==> src/rtl/spi_bus_scheduler.sv <==
// spi_bus_scheduler: shares one SPI bus between the LTC2668 DAC and LTC2494 ADC
// requesters. Round-robin grant, owner chip select, one full-duplex mode-0 frame
// with a per-device SCK divisor, then a bus-idle gap before the next grant.
//
// Handshake: a requester raises req with tx stable and keeps both until its done
// pulse; done is high for exactly one cycle and rx is valid from that cycle on.
// A req that is low when the scheduler is IDLE is not granted.
module spi_bus_scheduler #(
    parameter int FRAME_BITS = 24,
    parameter int DAC_DIV    = 13,
    parameter int ADC_DIV    = 50,
    parameter int CS_SETUP   = 2,
    parameter int CS_HOLD    = 2,
    parameter int IDLE_GAP   = 4
) (
    input  logic                  clock_in,
    input  logic                  rst_n,
    input  logic                  dac_req,
    input  logic [FRAME_BITS-1:0] dac_tx,
    output logic [FRAME_BITS-1:0] dac_rx,
    output logic                  dac_done,
    input  logic                  adc_req,
    input  logic [FRAME_BITS-1:0] adc_tx,
    output logic [FRAME_BITS-1:0] adc_rx,
    output logic                  adc_done,
    output logic                  busy,
    output logic                  owner,
    output logic                  sck,
    output logic                  mosi,
    input  logic                  miso,
    output logic                  dac_cs_n,
    output logic                  adc_cs_n,
    output logic [2:0]            dbg_state_o   // FSM state, IDLE encodes as 0
);
    localparam int MAX_A   = (DAC_DIV > ADC_DIV) ? DAC_DIV : ADC_DIV;
    localparam int MAX_B   = (CS_SETUP > CS_HOLD) ? CS_SETUP : CS_HOLD;
    localparam int MAX_C   = (MAX_A > MAX_B) ? MAX_A : MAX_B;
    localparam int MAX_CNT = (MAX_C > IDLE_GAP) ? MAX_C : IDLE_GAP;
    localparam int CW      = $clog2(MAX_CNT + 1);
    localparam int BW      = (FRAME_BITS > 1) ? $clog2(FRAME_BITS) : 1;

    typedef enum logic [2:0] {
        S_IDLE  = 3'd0,
        S_SETUP = 3'd1,
        S_SHIFT = 3'd2,
        S_HOLD  = 3'd3,
        S_GAP   = 3'd4
    } state_t;

    state_t                state_q, state_d;
    logic [CW-1:0]         cnt_q, cnt_d;        // cycle count inside the current phase/period
    logic [BW-1:0]         bit_q, bit_d;        // SCK period index within the frame
    logic [CW-1:0]         div_q, div_d;        // SCK divisor of the current owner
    logic                  owner_q, owner_d;
    logic                  last_q, last_d;      // last granted device, 1 = ADC
    logic [FRAME_BITS-1:0] shift_q, shift_d;    // outgoing frame, MSB on mosi
    logic [FRAME_BITS-1:0] rx_sh_q, rx_sh_d;    // incoming miso bits
    logic [FRAME_BITS-1:0] dac_rx_q, dac_rx_d;
    logic [FRAME_BITS-1:0] adc_rx_q, adc_rx_d;
    logic                  dac_done_q, dac_done_d;
    logic                  adc_done_q, adc_done_d;

    logic                  grant_adc;
    logic [CW-1:0]         lo_len;
    logic                  cs_active;

    // On a tie the device not granted last wins.
    assign grant_adc = adc_req & (~dac_req | ~last_q);
    // Low phase takes the larger half so odd divisors stretch the low time.
    assign lo_len    = div_q - (div_q >> 1);
    assign cs_active = (state_q == S_SETUP) || (state_q == S_SHIFT) || (state_q == S_HOLD);

    assign busy        = (state_q != S_IDLE);
    assign owner       = owner_q;
    assign sck         = (state_q == S_SHIFT) && (cnt_q >= lo_len);
    assign mosi        = cs_active ? shift_q[FRAME_BITS-1] : 1'b0;
    assign dac_cs_n    = ~(cs_active & ~owner_q);
    assign adc_cs_n    = ~(cs_active & owner_q);
    assign dac_rx      = dac_rx_q;
    assign adc_rx      = adc_rx_q;
    assign dac_done    = dac_done_q;
    assign adc_done    = adc_done_q;
    assign dbg_state_o = state_q;

    // State register and datapath registers; async reset returns the bus to idle.
    always_ff @(posedge clock_in or negedge rst_n) begin
        if (!rst_n) begin
            state_q    <= S_IDLE;
            cnt_q      <= '0;
            bit_q      <= '0;
            div_q      <= '0;
            owner_q    <= 1'b0;
            last_q     <= 1'b1;
            shift_q    <= '0;
            rx_sh_q    <= '0;
            dac_rx_q   <= '0;
            adc_rx_q   <= '0;
            dac_done_q <= 1'b0;
            adc_done_q <= 1'b0;
        end else begin
            state_q    <= state_d;
            cnt_q      <= cnt_d;
            bit_q      <= bit_d;
            div_q      <= div_d;
            owner_q    <= owner_d;
            last_q     <= last_d;
            shift_q    <= shift_d;
            rx_sh_q    <= rx_sh_d;
            dac_rx_q   <= dac_rx_d;
            adc_rx_q   <= adc_rx_d;
            dac_done_q <= dac_done_d;
            adc_done_q <= adc_done_d;
        end
    end

    // Next-state logic: grant, chip-select setup, bit shifting, hold, idle gap.
    always_comb begin
        state_d    = state_q;
        cnt_d      = cnt_q;
        bit_d      = bit_q;
        div_d      = div_q;
        owner_d    = owner_q;
        last_d     = last_q;
        shift_d    = shift_q;
        rx_sh_d    = rx_sh_q;
        dac_rx_d   = dac_rx_q;
        adc_rx_d   = adc_rx_q;
        dac_done_d = 1'b0;
        adc_done_d = 1'b0;
        case (state_q)
            S_IDLE: begin
                if (dac_req || adc_req) begin
                    owner_d = grant_adc;
                    last_d  = grant_adc;
                    div_d   = grant_adc ? CW'(ADC_DIV) : CW'(DAC_DIV);
                    shift_d = grant_adc ? adc_tx : dac_tx;
                    rx_sh_d = '0;
                    cnt_d   = '0;
                    bit_d   = '0;
                    state_d = S_SETUP;
                end
            end
            S_SETUP: begin
                if (cnt_q == CW'(CS_SETUP - 1)) begin
                    cnt_d   = '0;
                    state_d = S_SHIFT;
                end else begin
                    cnt_d = cnt_q + CW'(1);
                end
            end
            S_SHIFT: begin
                // First high-phase cycle: sck has just risen, capture miso.
                if (cnt_q == lo_len) begin
                    rx_sh_d = {rx_sh_q[FRAME_BITS-2:0], miso};
                end
                if (cnt_q == div_q - CW'(1)) begin
                    cnt_d = '0;
                    if (bit_q == BW'(FRAME_BITS - 1)) begin
                        state_d = S_HOLD;   // last bit stays on mosi through hold
                    end else begin
                        bit_d   = bit_q + BW'(1);
                        shift_d = shift_q << 1;
                    end
                end else begin
                    cnt_d = cnt_q + CW'(1);
                end
            end
            S_HOLD: begin
                if (cnt_q == CW'(CS_HOLD - 1)) begin
                    cnt_d   = '0;
                    state_d = S_GAP;
                    if (owner_q) begin
                        adc_rx_d   = rx_sh_q;
                        adc_done_d = 1'b1;
                    end else begin
                        dac_rx_d   = rx_sh_q;
                        dac_done_d = 1'b1;
                    end
                end else begin
                    cnt_d = cnt_q + CW'(1);
                end
            end
            S_GAP: begin
                if (cnt_q == CW'(IDLE_GAP - 1)) begin
                    cnt_d   = '0;
                    state_d = S_IDLE;
                end else begin
                    cnt_d = cnt_q + CW'(1);
                end
            end
            default: begin
                state_d = S_IDLE;
                cnt_d   = '0;
            end
        endcase
    end

endmodule
==> config.mk <==
export PLATFORM = sky130hd
export DESIGN_NAME = spi_bus_scheduler
export DESIGN_NICKNAME = d
export VERILOG_FILES = /design/src/rtl/spi_bus_scheduler.sv
export SDC_FILE = /design/constraint.sdc
export NUM_CORES = 1
export LEC_CHECK = 0
export CORE_ASPECT_RATIO = 1.1
export CORE_MARGIN = 2
export CORE_UTILIZATION = 40
export CTS_BUF_LIST = sky130_fd_sc_hd__clkbuf_8 sky130_fd_sc_hd__clkbuf_16
export CTS_CLUSTER_DIAMETER = 120
export DETAILED_ROUTE_END_ITERATION = 10
export GPL_ROUTABILITY_DRIVEN = 0
export GPL_TIMING_DRIVEN = 1
export PLACE_DENSITY_LB_ADDON = 0.05
export SYNTH_ARGS = -nofsm -noshare
export SYNTH_HDL_FRONTEND = slang
export SYNTH_SLANG_ARGS = --single-unit
==> constraint.sdc <==
create_clock -name clock_in -period 2.6 [get_ports clock_in]
set_clock_uncertainty 0.2 [all_clocks]
set_input_delay 0.52 -clock clock_in [delete_from_list [all_inputs] [get_ports clock_in]]
set_output_delay 0.52 -clock clock_in [all_outputs]
set_load 0.02 [all_outputs]
==> summary by stage <==
Synth
In this run, synthesis inferred 0 flip-flops with an integrated enable. The number of warnings printed during yosys synthesis is 0. The compound-gate portion of the synthesized area is 11.8%. The multiplexer share of the synthesized area is 14.6%.

The cell type with the highest aggregate area in the netlist is dfrtp_1. The basic-gate share of the synthesized area counting and, or, nand and nor cells is 11.8%. The xor and xnor area share after synthesis is 0.984%.

In this run the cell area of the synthesized design comes to 5340 µm². When the netlist entered floorplanning its net count stood at 570. The register area share after synthesis is 53.9%. The synthesized instance count is 504.

The primary flip-flop cell chosen by synthesis mapping is dfrtp_1. By area the synthesized netlist is led by dfrtp_1 53%, mux2_2 10%, nand2_1 6.0%, o21ai_0 5.8%, mux2i_1 4.5%. The top cell type's share of synthesized area is 53.4%.

Averaged over all synthesized cells, the footprint is 10.6 µm². The number of storage elements in the synthesis netlist is 115. The number of distinct library cells after synthesis is 49.

Of the total synthesized cell area, the portion taken by full adders, half adders and majority gates is 3.05%. The share of async-settable or async-resettable flops after synthesis is 100%. By area, the combinational part of the netlist is dominated by multiplexers.

Placement
The standard cell area after detailed placement is 6800 µm². The number of cells after detailed placement is 772. Detailed placement ended at an HPWL of 8050 µm. The number of buffers inserted by port buffering is 111.

Floorplan
The die area is 14300 µm². The die outline width is 114 µm. The placeable core area is 13100 µm². The starting utilization of the core area is 40.7%. In this run the count of I/O pins placed on the die edge is 112.

In this run the core area contains 44 standard-cell rows. Measured along the y axis, the die boundary spans 125 µm.

Detailed routing
The via total after detailed routing is 4146. The post-detailed-route via-to-cell ratio is 5.09. The total wire length is 12100 µm. After detailed routing, the number of remaining DRC violations is 0. The first detailed-routing pass took 5 iterations.

The count of nets left with antenna violations once routing finished came out at 0. The first routing iteration left 172 violations. The average wire length per cell after detail routing is 14.8 µm.

STA
At the pin with the least slew margin, the transition time is 0.626 ns. The smallest clock period supported by the final layout is computed as 2.75 ns. The maximum frequency from static timing analysis is 364 MHz.

The slack of the critical path is -0.150 ns. In this run the tightest slew margin relative to its limit is 57.8%. The final number of setup-violating endpoints is 1.

Of the available clock period, the critical path in the final layout requires 106%. The number of failing hold endpoints at the final stage is 0. Setup repair after global routing could not meet its margin everywhere. The total count of max-transition violations in the final report is 0.

Flow run
The number of max-cap violations is 0.

Pwr
The total power density per cell area is 771 nW/µm². Summed over all cells, the static leakage comes to 3.58 nW. IR analysis of the VDD net gives a maximum drop of 0.000309 V.

Final layout
The area growth from synthesis to layout is 44.2%. The share of layout cells above drive strength 1 is 22.5%. Fill cells in the final layout number 1137. The final instance area is 7700 µm².

The number of antenna diodes is 0. The final-stage net count is 707. For this run, the share of the core covered by cells in the final layout is 58.7%. The non-filler instance count after layout is 815.

Worst setup path
The number of buffers and inverters on the critical path is 3. The worst setup path is launched from a flip-flop. The delay of the slowest cell on the worst path is 0.41 ns. Walking the worst path, the cells encountered are inv_2 > ha_4 > inv_2 > ha_4 > nand2b_4 > a21oi_2 > nor2b_1 > o21ai_1 > a21oi_2 > buf_4.

The required time of the critical path is 1.88 ns. The data arrival time of the critical path is 2.03 ns. The largest driver fanout on the critical path is 2. STA classifies the critical path endpoint as an output pin. The total stage count of the critical path is 10. For the worst flop-to-flop path, the logic depth is 12. The gate family responsible for the most delay along the worst path is flip-flops.

The cell at the slowest stage of the critical path is dfrtp_2. The path type of the worst setup path is reg -> out.

GRT
The initial antenna violation count is 0. The residual overflow from global routing is 0. Across every metal layer, demand over resource in global routing totals 17.1%. The first global-routing pass estimated 19400 µm of wire. The via count of the first global-routing pass is 4061. Entering global routing, the biggest net connects 56 pins.

Min path
In this run the worst hold path is classified as reg -> reg. Counting instances, the worst hold path has a depth of 2.

CTS
The clock-pin slew on the worst setup and hold paths is 0.06 ns. The buffer levels on the longest clock path is 2. Clock tree synthesis selected as its root buffer the cell clkbuf_16. The number of H-tree branching levels is 4. For the worst-skew pair, the clock arrives at the later sink with an insertion delay of 0.42 ns. Buffers inserted during clock tree synthesis total 17. The total number of clock tree sinks is 115. The CTS tree is done.

Status
The run finished, with violations left. The checks that failed: setup timing.
## final cells by class
type | instances | area [µm²] | area share [%]
clock buffer | 19 | 453 | 5.88
inverter | 14 | 55.1 | 0.715
tap | 161 | 201 | 2.62
multi-input combinational | 346 | 2410 | 31.3
clock inverter | 13 | 171 | 2.23
timing repair buffer | 147 | 1520 | 19.8
sequential | 115 | 2880 | 37.4
## worst reg2reg max path: stages (launching register included)
cell	delay, ns
dfrtp_2	0.41
inv_2	0.08
buf_4	0.14
ha_4	0.13
buf_4	0.10
or3b_4	0.38
a211oi_4	0.24
buf_4	0.16
o211ai_4	0.10
buf_6	0.17
clkbuf_16	0.17
nand2_1	0.06
o21ai_0	0.07
## cell families after synthesis
group           count (synthesis)
flops                         115
buf+inv                        43
xor+xnor                        6
compound gates                112
simple gates                  143
fa+ha+maj                      13
mux                            72
## cell usage in the layout, fill, tap and decap left out, types with 2 or more instances in the layout
cell             count
dfrtp_1            113
clkdlybuf4s50_1    105
nand2_1             85
mux2_2              48
o21ai_0             39
nor2_1              30
a21oi_1             27
mux2i_1             24
buf_4               24
o21ai_1             22
clkbuf_16           20
inv_1               10
ha_1                 8
buf_12               6
nand3_1              5
ha_4                 5
a21oi_2              4
xnor2_1              4
inv_6                4
buf_6                4
inv_2                3
nor3_1               3
bufinv_16            3
clkinv_4             3
nor2b_1              2
and2_1               2
xor2_1               2
or3_1                2
o31ai_1              2
clkbuf_8             2
clkinvlp_4           2
dlygate4sd2_1        2
dlymetal6s2s_1       2
## stage by stage
| step | power, mW | hold WS [ns] | TNS (ns) | worst slack, ns |
|---|---|---|---|---|
| global placement | 3.35 | 0.259 | -0.272 | -0.272 |
| floorplan | 2.90 | 0.0244 | 0 | 0.0541 |
| detailed placement | 3.39 | 0.271 | -0.531 | -0.329 |
| CTS | 5.87 | 0.283 | -0.169 | -0.169 |
| global route | 6.29 | 0.311 | -0.489 | -0.265 |
| finish | 5.94 | 0.285 | -0.150 | -0.150 |
## registers in the layout, indices dropped and copies added (netlist names)
name         count
adc_rx          24
dac_rx          24
rx_sh_q         24
shift_q         24
cnt_q            6
bit_q            5
dbg_state_o      3
div_q            2
adc_done         1
dac_done         1
last_q           1
## layer usage
metal  routed length, µm  vias up  share of wire, %  GRT usage, %
met5                   0        -                 0             0
met4                 197        0               1.6          6.24
met3                 424       13               3.5          4.56
met2                5960       91                49          27.3
met1                5520     2010                46          22.3
li1                    -     2032                 -             -
## timing repair
item,CTS,global route
gates cloned,0,4
hold buffers,1,0
resized for setup,21,41
buffers inserted,1,5
pin swaps,6,4
setup endpoints to repair,29,38
hold endpoints to repair,35,0
## Yosys cell counts, types with 3 or more instances
library cell	count
xnor2_1	4
or3_1	3
nor3_1	3
nand2_1	85
nand3_1	5
buf_1	3
mux2i_1	24
buf_6	3
mux2_2	48
buf_2	9
nor2_1	31
dfrtp_1	114
inv_1	13
clkbuf_1	12
a21oi_1	31
ha_1	13
o21ai_0	62
## power breakdown
part	leakage (nW)	switching (mW)	internal (mW)	total (mW)
Combinational	1.75	0.609	0.600	1.21
Sequential	1.53	0.266	2.05	2.32
Clock	0.301	0.836	1.57	2.41
Total	3.58	1.71	4.22	5.94
## path summary, 6_finish.rpt
check                           slack (ns)         from     endpoint
worst max register to register        0.06     div_q[4]  shift_q[23]
worst max-delay path                 -0.15     div_q[4]          sck
min in group asynchronous             0.43        rst_n     dac_done
max in group asynchronous             1.14        rst_n  shift_q[20]
worst min register to register        0.29  shift_q[10]  shift_q[10]
worst min-delay path                  0.29  shift_q[10]  shift_q[10]
(Power assumes the default switching activity.)
